<file path="src/rtl/regfile_access_ctrl.sv">
// Register-file port sequencer with busy scoreboard; operands valid two cycles after issue, plus one per colliding writeback.
// Issue stalls on hazard, pending writeback or an unconsumed operand; writebacks take the port first and are never stalled.
module regfile_access_ctrl (
    input  logic        clk,
    input  logic        rst_n,
    input  logic        i_issue_valid,
    output logic        o_issue_ready,
    input  logic [4:0]  i_rs1,
    input  logic [4:0]  i_rs2,
    input  logic [4:0]  i_rd,
    input  logic        i_rd_we,
    input  logic        i_wb_valid,
    input  logic [4:0]  i_wb_rd,
    input  logic [31:0] i_wb_val,
    output logic        o_rf_en,
    output logic        o_op,
    output logic [4:0]  o_r_reg_num_1,
    output logic [4:0]  o_r_reg_num_2,
    input  logic [31:0] i_r_reg_1,
    input  logic [31:0] i_r_reg_2,
    output logic [4:0]  o_w_reg_num,
    output logic [31:0] o_w_val,
    output logic        o_opnd_valid,
    input  logic        i_opnd_ready,
    output logic [31:0] o_opnd_1,
    output logic [31:0] o_opnd_2,
    output logic [4:0]  o_opnd_rd,
    output logic        o_opnd_rd_we,
    output logic        o_sb_err
);

    typedef enum logic [1:0] {IDLE, READ, HOLD} state_t;

    state_t      state, state_nxt;
    logic [31:0] busy;
    logic [31:0] set_mask, clr_mask;
    logic        hazard, accept, wb_act, rd_act, consume;

    logic [4:0]  rs1_q, rs2_q, rd_q;
    logic        rd_we_q;

    // last driven port values, held while the port is idle
    logic        op_q;
    logic [4:0]  r1_q, r2_q, wn_q;
    logic [31:0] wv_q;

    assign hazard = busy[i_rs1] | busy[i_rs2] | (i_rd_we & busy[i_rd]);
    assign wb_act = i_wb_valid && (i_wb_rd != 5'd0);
    assign accept = i_issue_valid && o_issue_ready;

    always_comb begin
        state_nxt     = state;
        o_issue_ready = 1'b0;
        rd_act        = 1'b0;
        consume       = 1'b0;
        case (state)
            IDLE: begin
                o_issue_ready = !hazard && !i_wb_valid;
                if (i_issue_valid && !hazard && !i_wb_valid) begin
                    state_nxt = READ;
                end
            end
            READ: begin
                if (!i_wb_valid) begin
                    rd_act    = 1'b1;
                    state_nxt = HOLD;
                end
            end
            HOLD: begin
                if (i_opnd_ready) begin
                    consume   = 1'b1;
                    state_nxt = IDLE;
                end
            end
            default: state_nxt = IDLE;
        endcase
    end

    assign o_rf_en       = wb_act | rd_act;
    assign o_op          = wb_act ? 1'b1 : (rd_act ? 1'b0 : op_q);
    assign o_r_reg_num_1 = rd_act ? rs1_q : r1_q;
    assign o_r_reg_num_2 = rd_act ? rs2_q : r2_q;
    assign o_w_reg_num   = wb_act ? i_wb_rd : wn_q;
    assign o_w_val       = wb_act ? i_wb_val : wv_q;

    // bit 0 is masked off so x0 never appears busy
    assign set_mask = (accept && i_rd_we) ? (32'd1 << i_rd) : 32'd0;
    assign clr_mask = wb_act ? (32'd1 << i_wb_rd) : 32'd0;

    always_ff @(posedge clk or negedge rst_n) begin
        if (!rst_n) begin
            state <= IDLE;
            busy  <= 32'd0;
        end else begin
            state <= state_nxt;
            busy  <= (busy | set_mask) & ~clr_mask & 32'hFFFF_FFFE;
        end
    end

    always_ff @(posedge clk or negedge rst_n) begin
        if (!rst_n) begin
            o_sb_err <= 1'b0;
        end else if (wb_act && !busy[i_wb_rd]) begin
            o_sb_err <= 1'b1;
        end
    end

    always_ff @(posedge clk or negedge rst_n) begin
        if (!rst_n) begin
            rs1_q   <= 5'd0;
            rs2_q   <= 5'd0;
            rd_q    <= 5'd0;
            rd_we_q <= 1'b0;
        end else if (accept) begin
            rs1_q   <= i_rs1;
            rs2_q   <= i_rs2;
            rd_q    <= i_rd;
            rd_we_q <= i_rd_we;
        end
    end

    always_ff @(posedge clk or negedge rst_n) begin
        if (!rst_n) begin
            o_opnd_valid <= 1'b0;
            o_opnd_1     <= 32'd0;
            o_opnd_2     <= 32'd0;
            o_opnd_rd    <= 5'd0;
            o_opnd_rd_we <= 1'b0;
        end else if (rd_act) begin
            o_opnd_valid <= 1'b1;
            o_opnd_1     <= (rs1_q == 5'd0) ? 32'd0 : i_r_reg_1;
            o_opnd_2     <= (rs2_q == 5'd0) ? 32'd0 : i_r_reg_2;
            o_opnd_rd    <= rd_q;
            o_opnd_rd_we <= rd_we_q;
        end else if (consume) begin
            o_opnd_valid <= 1'b0;
        end
    end

    always_ff @(posedge clk or negedge rst_n) begin
        if (!rst_n) begin
            op_q <= 1'b0;
            r1_q <= 5'd0;
            r2_q <= 5'd0;
            wn_q <= 5'd0;
            wv_q <= 32'd0;
        end else if (wb_act) begin
            op_q <= 1'b1;
            wn_q <= i_wb_rd;
            wv_q <= i_wb_val;
        end else if (rd_act) begin
            op_q <= 1'b0;
            r1_q <= rs1_q;
            r2_q <= rs2_q;
        end
    end

endmodule

</file>
<file path="config.mk">
export PLATFORM = sky130hd
export DESIGN_NAME = regfile_access_ctrl
export DESIGN_NICKNAME = d
export VERILOG_FILES = /design/src/rtl/regfile_access_ctrl.sv
export SDC_FILE = /design/constraint.sdc
export NUM_CORES = 1
export LEC_CHECK = 0
export BUFFER_PORTS_ARGS = -buffer_cell sky130_fd_sc_hd__clkbuf_2
export CORE_MARGIN = 5
export CORE_UTILIZATION = 27
export DETAILED_ROUTE_END_ITERATION = 7
export GPL_TIMING_DRIVEN = 1
export PLACE_DENSITY_LB_ADDON = 0.3
export REMOVE_ABC_BUFFERS = 1
export SLEW_MARGIN = 20
export SYNTH_ARGS = -nofsm -noshare
export SYNTH_HDL_FRONTEND = slang
export SYNTH_SLANG_ARGS = --single-unit
</file>
<file path="constraint.sdc">
create_clock -name clk -period 2.8 [get_ports clk]
set_input_delay 0.42 -clock clk [delete_from_list [all_inputs] [get_ports clk]]
set_output_delay 0.42 -clock clk [all_outputs]
set_load 0.01 [all_outputs]
</file>
==> results of run 1 <==
## worst max-delay path, cell delays in order (launching register included)
cell and delay (ns):
dfrtp_1 0.41, mux4_2 0.45, mux2_4 0.28, nand3b_1 0.10, o211ai_2 0.13, nor3b_4 0.28, and3_4 0.25, buf_6 0.10
## routing by layer
layer	routed length, um	global-route usage, %	part of all wire, %
met2	11190	23.64	46
met3	2087	4.098	8.5
met5	0	0	0
met4	250	3.358	1.0
met1	11020	20.96	45
## placed cells by master, fill, tap and decap left out, drive strengths merged, types with 2 or more instances in the layout
master   instances
a31oi           17
or2              2
a221oi           2
a21oi           24
dfrtp          169
o32ai            4
nand2           27
or3              3
bufinv           3
a22o            64
o22ai           13
a311oi           5
o211ai           6
nand3b           5
clkbuf         259
buf             61
nor2b           13
o21ai            5
clkinv           3
a32oi            2
nand4           10
mux2            80
mux4            16
nand3            7
nor2            33
inv             32
nand2b           5
a22oi            4
o2111ai          3
mux2i           19
nor3             9
and3             4
## through the flow
| stage | total power [mW] | util (%) |
|---|---|---|
| final | 8.949 | 36.70 |
| after global routing | 9.516 | 36.70 |
| after CTS | 9.125 | 36.67 |
| after detailed placement | 6.497 | 34.34 |
| after global placement | 6.467 | 34.34 |
| after floorplan | 5.151 | - |
## area by class of cell
cell class / count / area [um^2]
Fill cell: 2850 / 18120
Sequential cell: 169 / 4232
Multi-Input combinational cell: 394 / 3347
Timing Repair Buffer: 303 / 1732
Tap cell: 384 / 480.5
Clock buffer: 18 / 439.2
Clock inverter: 13 / 178.9
Inverter: 26 / 97.59
## sequential cells by signal (all words and copies together) (netlist names)
register	count
rs1_q	5
o_opnd_rd	5
state	2
o_opnd_1	32
busy	31
wn_q	5
op_q	1
o_opnd_valid	1
r1_q	5
rs2_q	5
rd_we_q	1
wv_q	32
rd_q	5
r2_q	5
o_opnd_rd_we	1
o_sb_err	1
o_opnd_2	32
## cell families (layout without fill, tap and decap cells)
logic type	Yosys count	in the layout	synth area share [%]
compound gates	156	156	15.01
buf+inv	70	360	3.648
flops	169	169	54.08
mux	115	115	19.04
simple gates	123	123	8.224
## repair_timing
item / CTS / global route
endpoints found under the setup margin: 1 / 1
hold buffers: 1 / 0
buffers inserted: 4 / 0
pin swaps: 2 / 3
resized for setup: 3 / 4
gates cloned: 0 / 0
hold endpoints to repair: 19 / 0
## worst min-delay path by stage
stage	cells past startpoint	end	slack, ns	start
after floorplan	0	busy[10]	0.12	rst_n
final	2	state[1]	0.17	i_opnd_ready
after global routing	2	state[1]	0.16	i_opnd_ready
after detailed placement	1	o_opnd_2[6]	0.44	rst_n
after CTS	2	state[1]	0.15	i_opnd_ready
after global placement	1	o_opnd_2[6]	0.45	rst_n
## synth_stat cells, types with 6 or more instances
library cell / n / area share, %
dfrtp_1: 169 / 54
nand4_1: 9 / 0.72
a22o_1: 64 / 7.2
mux2_2: 70 / 10
nor2b_1: 13 / 1.0
a21oi_1: 24 / 1.5
nand3_1: 7 / 0.45
o22ai_1: 13 / 1.0
nor3_1: 9 / 0.58
mux2i_1: 19 / 2.4
a31oi_1: 17 / 1.4
inv_1: 26 / 1.2
buf_1: 6 / 0.29
nor2_1: 33 / 1.6
buf_2: 6 / 0.38
nand2_1: 27 / 1.3
mux2_4: 10 / 1.9
mux4_2: 16 / 4.6
clkbuf_1: 30 / 1.4
## power groups by stage
stage	logic (mW)	clock network, mW	registers (mW)
final	2.76	2.53	3.66
after global routing	3.01	2.73	3.77
after CTS	2.82	2.64	3.67
after detailed placement	2.77	0	3.72
after global placement	2.77	0	3.70
after floorplan	1.27	0	3.88
==> run metrics, run 1 <==
antenna violations before repair=0; Crit Reg-Reg Startpoint=busy[10]; Avg WL per Cell=18.78 um; final hold slack=0.1743 ns; Internal=6.093 mW; DRC Markers=0; fin worst setup slack=-0.04562 ns; 1st-iter DRT viols=403; Yosys reg bits=169; Via-to-Cell Ratio=4.916; Area growth, synth to finish=34.35%; Max Freq=0.3514 GHz; core area=28630 um^2; share of the yosys chip area belonging to registers=54.08%; post-route ant nets=0; Die Area=32470 um^2; Final Net Count=1033; H-Tree Depth=4; Critical Path Source=busy[10]; worst-path maximum fanout=2; Cells after Synth=633; Max Cap Violations=0; status=finished, violations left; Crit path arrival time=2.43 ns; Finished Layout Cells=1307; initial core utilization=27.32%; critical path endpoint category=output pin; Comb pwr share=30.9%; GRT Util Overall=15.06%; PwrDens=851.8 nW/um^2; number of I/O port buffers=243; total wire length=24550 um; pre-CTS WS=0.02810 ns; chip width=180.2 um; CTS tree=yes; DR vias=6425; critical path launch point type=register; CP Class=reg2out; Post-synth EDFFs=0; Synthesis Warnings=0; Die Span Y=180.2 um; synthesized area=7820 um^2; crit path capture=o_issue_ready; post-place instance area=9829 um^2; total gr overflow=0; setup TNS=-0.04562 ns; r2r endpoint=rd_q[4]; Clk pin slew, worst setup/hold paths=0.07 ns; Final Cell Area=10510 um^2; Leak=4.972 nW; clock root buffer=clkbuf_16; CTS buffer count=17; endpoints failing hold=0; routability cong.=1.011; DP Cell Count=1271; Worst slew margin=59.92%; Syn Area/Cell=12.35 um^2; First-pass DRT Iterations=5; predominant post-synthesis flop cell=dfrtp_1; via count of the first global-routing pass=6756; first-pass GRT wire length=39620 um; unrepaired setup endpoints after global routing=true; detailed placer's ending HPWL=18310 um; Slew Viols, Final=0; clock latency on the worst-skew pair=0.43 ns; Peak VDD IR=0.3032 mV; worst path required time=2.38 ns; Seq pwr share=40.9%; CTS sink cnt=169; clock power share=28.2%; row count=62; Final Setup Violations=1; Reg2Reg Setup Slack=0.17 ns; total I/O pin count=244; Clock Skew=0.01362 ns; Psw=2.856 mW; Switching Share=31.91%; n_diodes=0; failing checks=negative setup slack; share of layout cells above drive strength 1=48.00%; Post-synth ARST share=100.0%; actual slew at the worst max-slew pin=0.6013 ns; Clock Path Buffers=2; post-route minimum period=2.846 ns; largest net degree at the start of global routing=60; R2R depth=10; fin crit share=101.6%; post-synth cell types=47; Tightest Hold Check Type=in2reg
Power figures use the tool's default switching activity.
==> inputs of run 2 (changes only) <==
Settings changed: REMOVE_ABC_BUFFERS 1 to default.
==> run metrics, run 2 (synthesized netlist as in run 1, its figures left out) <==
status=finished, violations left; failing checks=negative setup slack; chip width=180.2 um (unchanged); total I/O pin count=244 (unchanged); Clock Skew=0.01260 ns (-0.001016 ns); most frequent cells in the layout=clkbuf_2 (241), dfrtp_1 (168), mux2_2 (70); post-place instance area=9762 um^2 (-0.69%); n_diodes=0 (unchanged); Crit Reg-Reg Startpoint=busy[15]; routability cong.=0.8645 (-14%); Critical Path Source=busy[15]; core area=28630 um^2 (unchanged); actual slew at the worst max-slew pin=0.6573 ns (+0.05605 ns); detailed placer's ending HPWL=18280 um (-0.16%); fin crit share=101.7% (about the same); CTS sink cnt=169 (unchanged); Via-to-Cell Ratio=4.888 (-0.57%); Area growth, synth to finish=33.50%; Peak VDD IR=0.3383 mV (+12%); antenna violations before repair=0 (unchanged); number of I/O port buffers=243 (unchanged); Final Cell Area=10440 um^2 (-0.63%); post-route minimum period=2.848 ns (+0.002482 ns); Hold Crit Start=i_opnd_ready; Pwr Total=8.811 mW (-1.5%); Avg WL per Cell=18.95 um (+0.92%); GRT Util Overall=14.85% (-0.22 points); 1st-iter DRT viols=393 (-2.5%); DP Cell Count=1262 (-0.71%); initial core utilization=27.32% (unchanged); CP Class=reg2out; Die Span Y=180.2 um (unchanged); critical path endpoint category=output pin; Largest regs=o_opnd_1 (32), o_opnd_2 (32), wv_q (32); DRC Markers=0 (unchanged); CTS buffer count=17 (unchanged); endpoints failing hold=0 (unchanged); row count=62 (unchanged); largest net degree at the start of global routing=65 (+8.3%); Leak=4.930 nW (-0.84%); worst path required time=2.38 ns (about the same); Finished Layout Cells=1303 (-0.31%); Worst slew margin=56.18% (-3.7 points); Die Area=32470 um^2 (unchanged); Clk pin slew, worst setup/hold paths=0.07 ns (about the same); first-pass GRT wire length=38700 um (-2.3%); unrepaired setup endpoints after global routing=true; Tightest Hold Check Type=in2reg; clock latency on the worst-skew pair=0.43 ns (about the same); fin worst setup slack=-0.04810 ns (-0.002482 ns); DR vias=6369 (-0.87%); Clock Path Buffers=2 (unchanged); critical path launch point type=register; CTS tree=yes; Max Freq=0.3511 GHz (about the same); First-pass DRT Iterations=5 (unchanged); PwrDens=844.0 nW/um^2 (-0.91%); Final Net Count=1028 (-0.48%); H-Tree Depth=4 (unchanged); via count of the first global-routing pass=6598 (-2.3%); post-route ant nets=0 (unchanged); Slew Viols, Final=0 (unchanged); total wire length=24700 um (+0.62%); Max Cap Violations=0 (unchanged); total gr overflow=0 (unchanged); clock root buffer=clkbuf_16; most common cell after layout, fill and taps aside=clkbuf_2; share of layout cells above drive strength 1=47.66% (-0.34 points); worst-path maximum fanout=2 (unchanged); Synthesized Nets=755; final hold slack=0.1854 ns (+0.01104 ns); Final Setup Violations=1 (unchanged); Crit path arrival time=2.43 ns (about the same)
==> run 2: final cells by class <==
class | count | area (um^2)
multi-input combinational | 394 | 3342
tap | 384 | 480.5
fill | 2838 | 18180
inverter | 26 | 97.59
sequential | 169 | 4230
clock buffer | 18 | 439.2
clock inverter | 14 | 152.6
timing repair buffer | 298 | 1698
==> run 2: routing by layer <==
layer	global-route usage (%)	vias to the layer above	part of all wire, %
li1	-	2922	-
met1	20.68	3132	46
met2	22.51	280	45
met3	4.279	35	7.7
met4	4.507	0	1.6
met5	0	-	0
==> run 2: critical path: stages, from the launching register on <==
cell and delay (ns):
dfrtp_1 0.41, mux4_2 0.48, mux2_2 0.28, nand3b_1 0.09, o211ai_2 0.13, nor3b_4 0.28
and3_4 0.23, buf_8 0.10
==> run 2: worst paths after layout <==
kind                                  to  slack [ns]  depth (start not counted)
max                        o_issue_ready       -0.05                          7
min                             state[1]        0.19                          2
min in group asynchronous    o_opnd_1[0]        0.55                          2
min reg2reg                      wn_q[2]        0.48                          2
max in group asynchronous        busy[8]        1.51                          3
max reg2reg                      rd_we_q        0.13                         10
==> run 2: repair_timing <==
item | CTS | global route
cloned | 0 | 0
setup buffers | 6 | 2
gates resized for setup | 3 | 2
hold buffers | 1 | 0
setup endpoints to repair | 1 | 1
pin swaps | 3 | 2
hold endpoints to repair | 5 | 0
==> run 2: through the flow <==
step                  TNS [ns]  setup slack, ns  util, %
floorplan                    0          0.05955        -
global placement             0         0.003084    34.10
detailed placement  -0.0007738       -0.0007738    34.10
CTS                   -0.06975         -0.06975    36.40
global route           -0.1585          -0.1585    36.47
finish                -0.04810         -0.04810    36.47
==> run 2: power by group <==
| part | total [mW] | switching (mW) | internal (mW) |
|---|---|---|---|
| logic | 2.75 | 1.34 | 1.41 |
| clock network | 2.37 | 1.16 | 1.22 |
| registers | 3.68 | 0.463 | 3.22 |
| total | 8.81 | 2.96 | 5.85 |
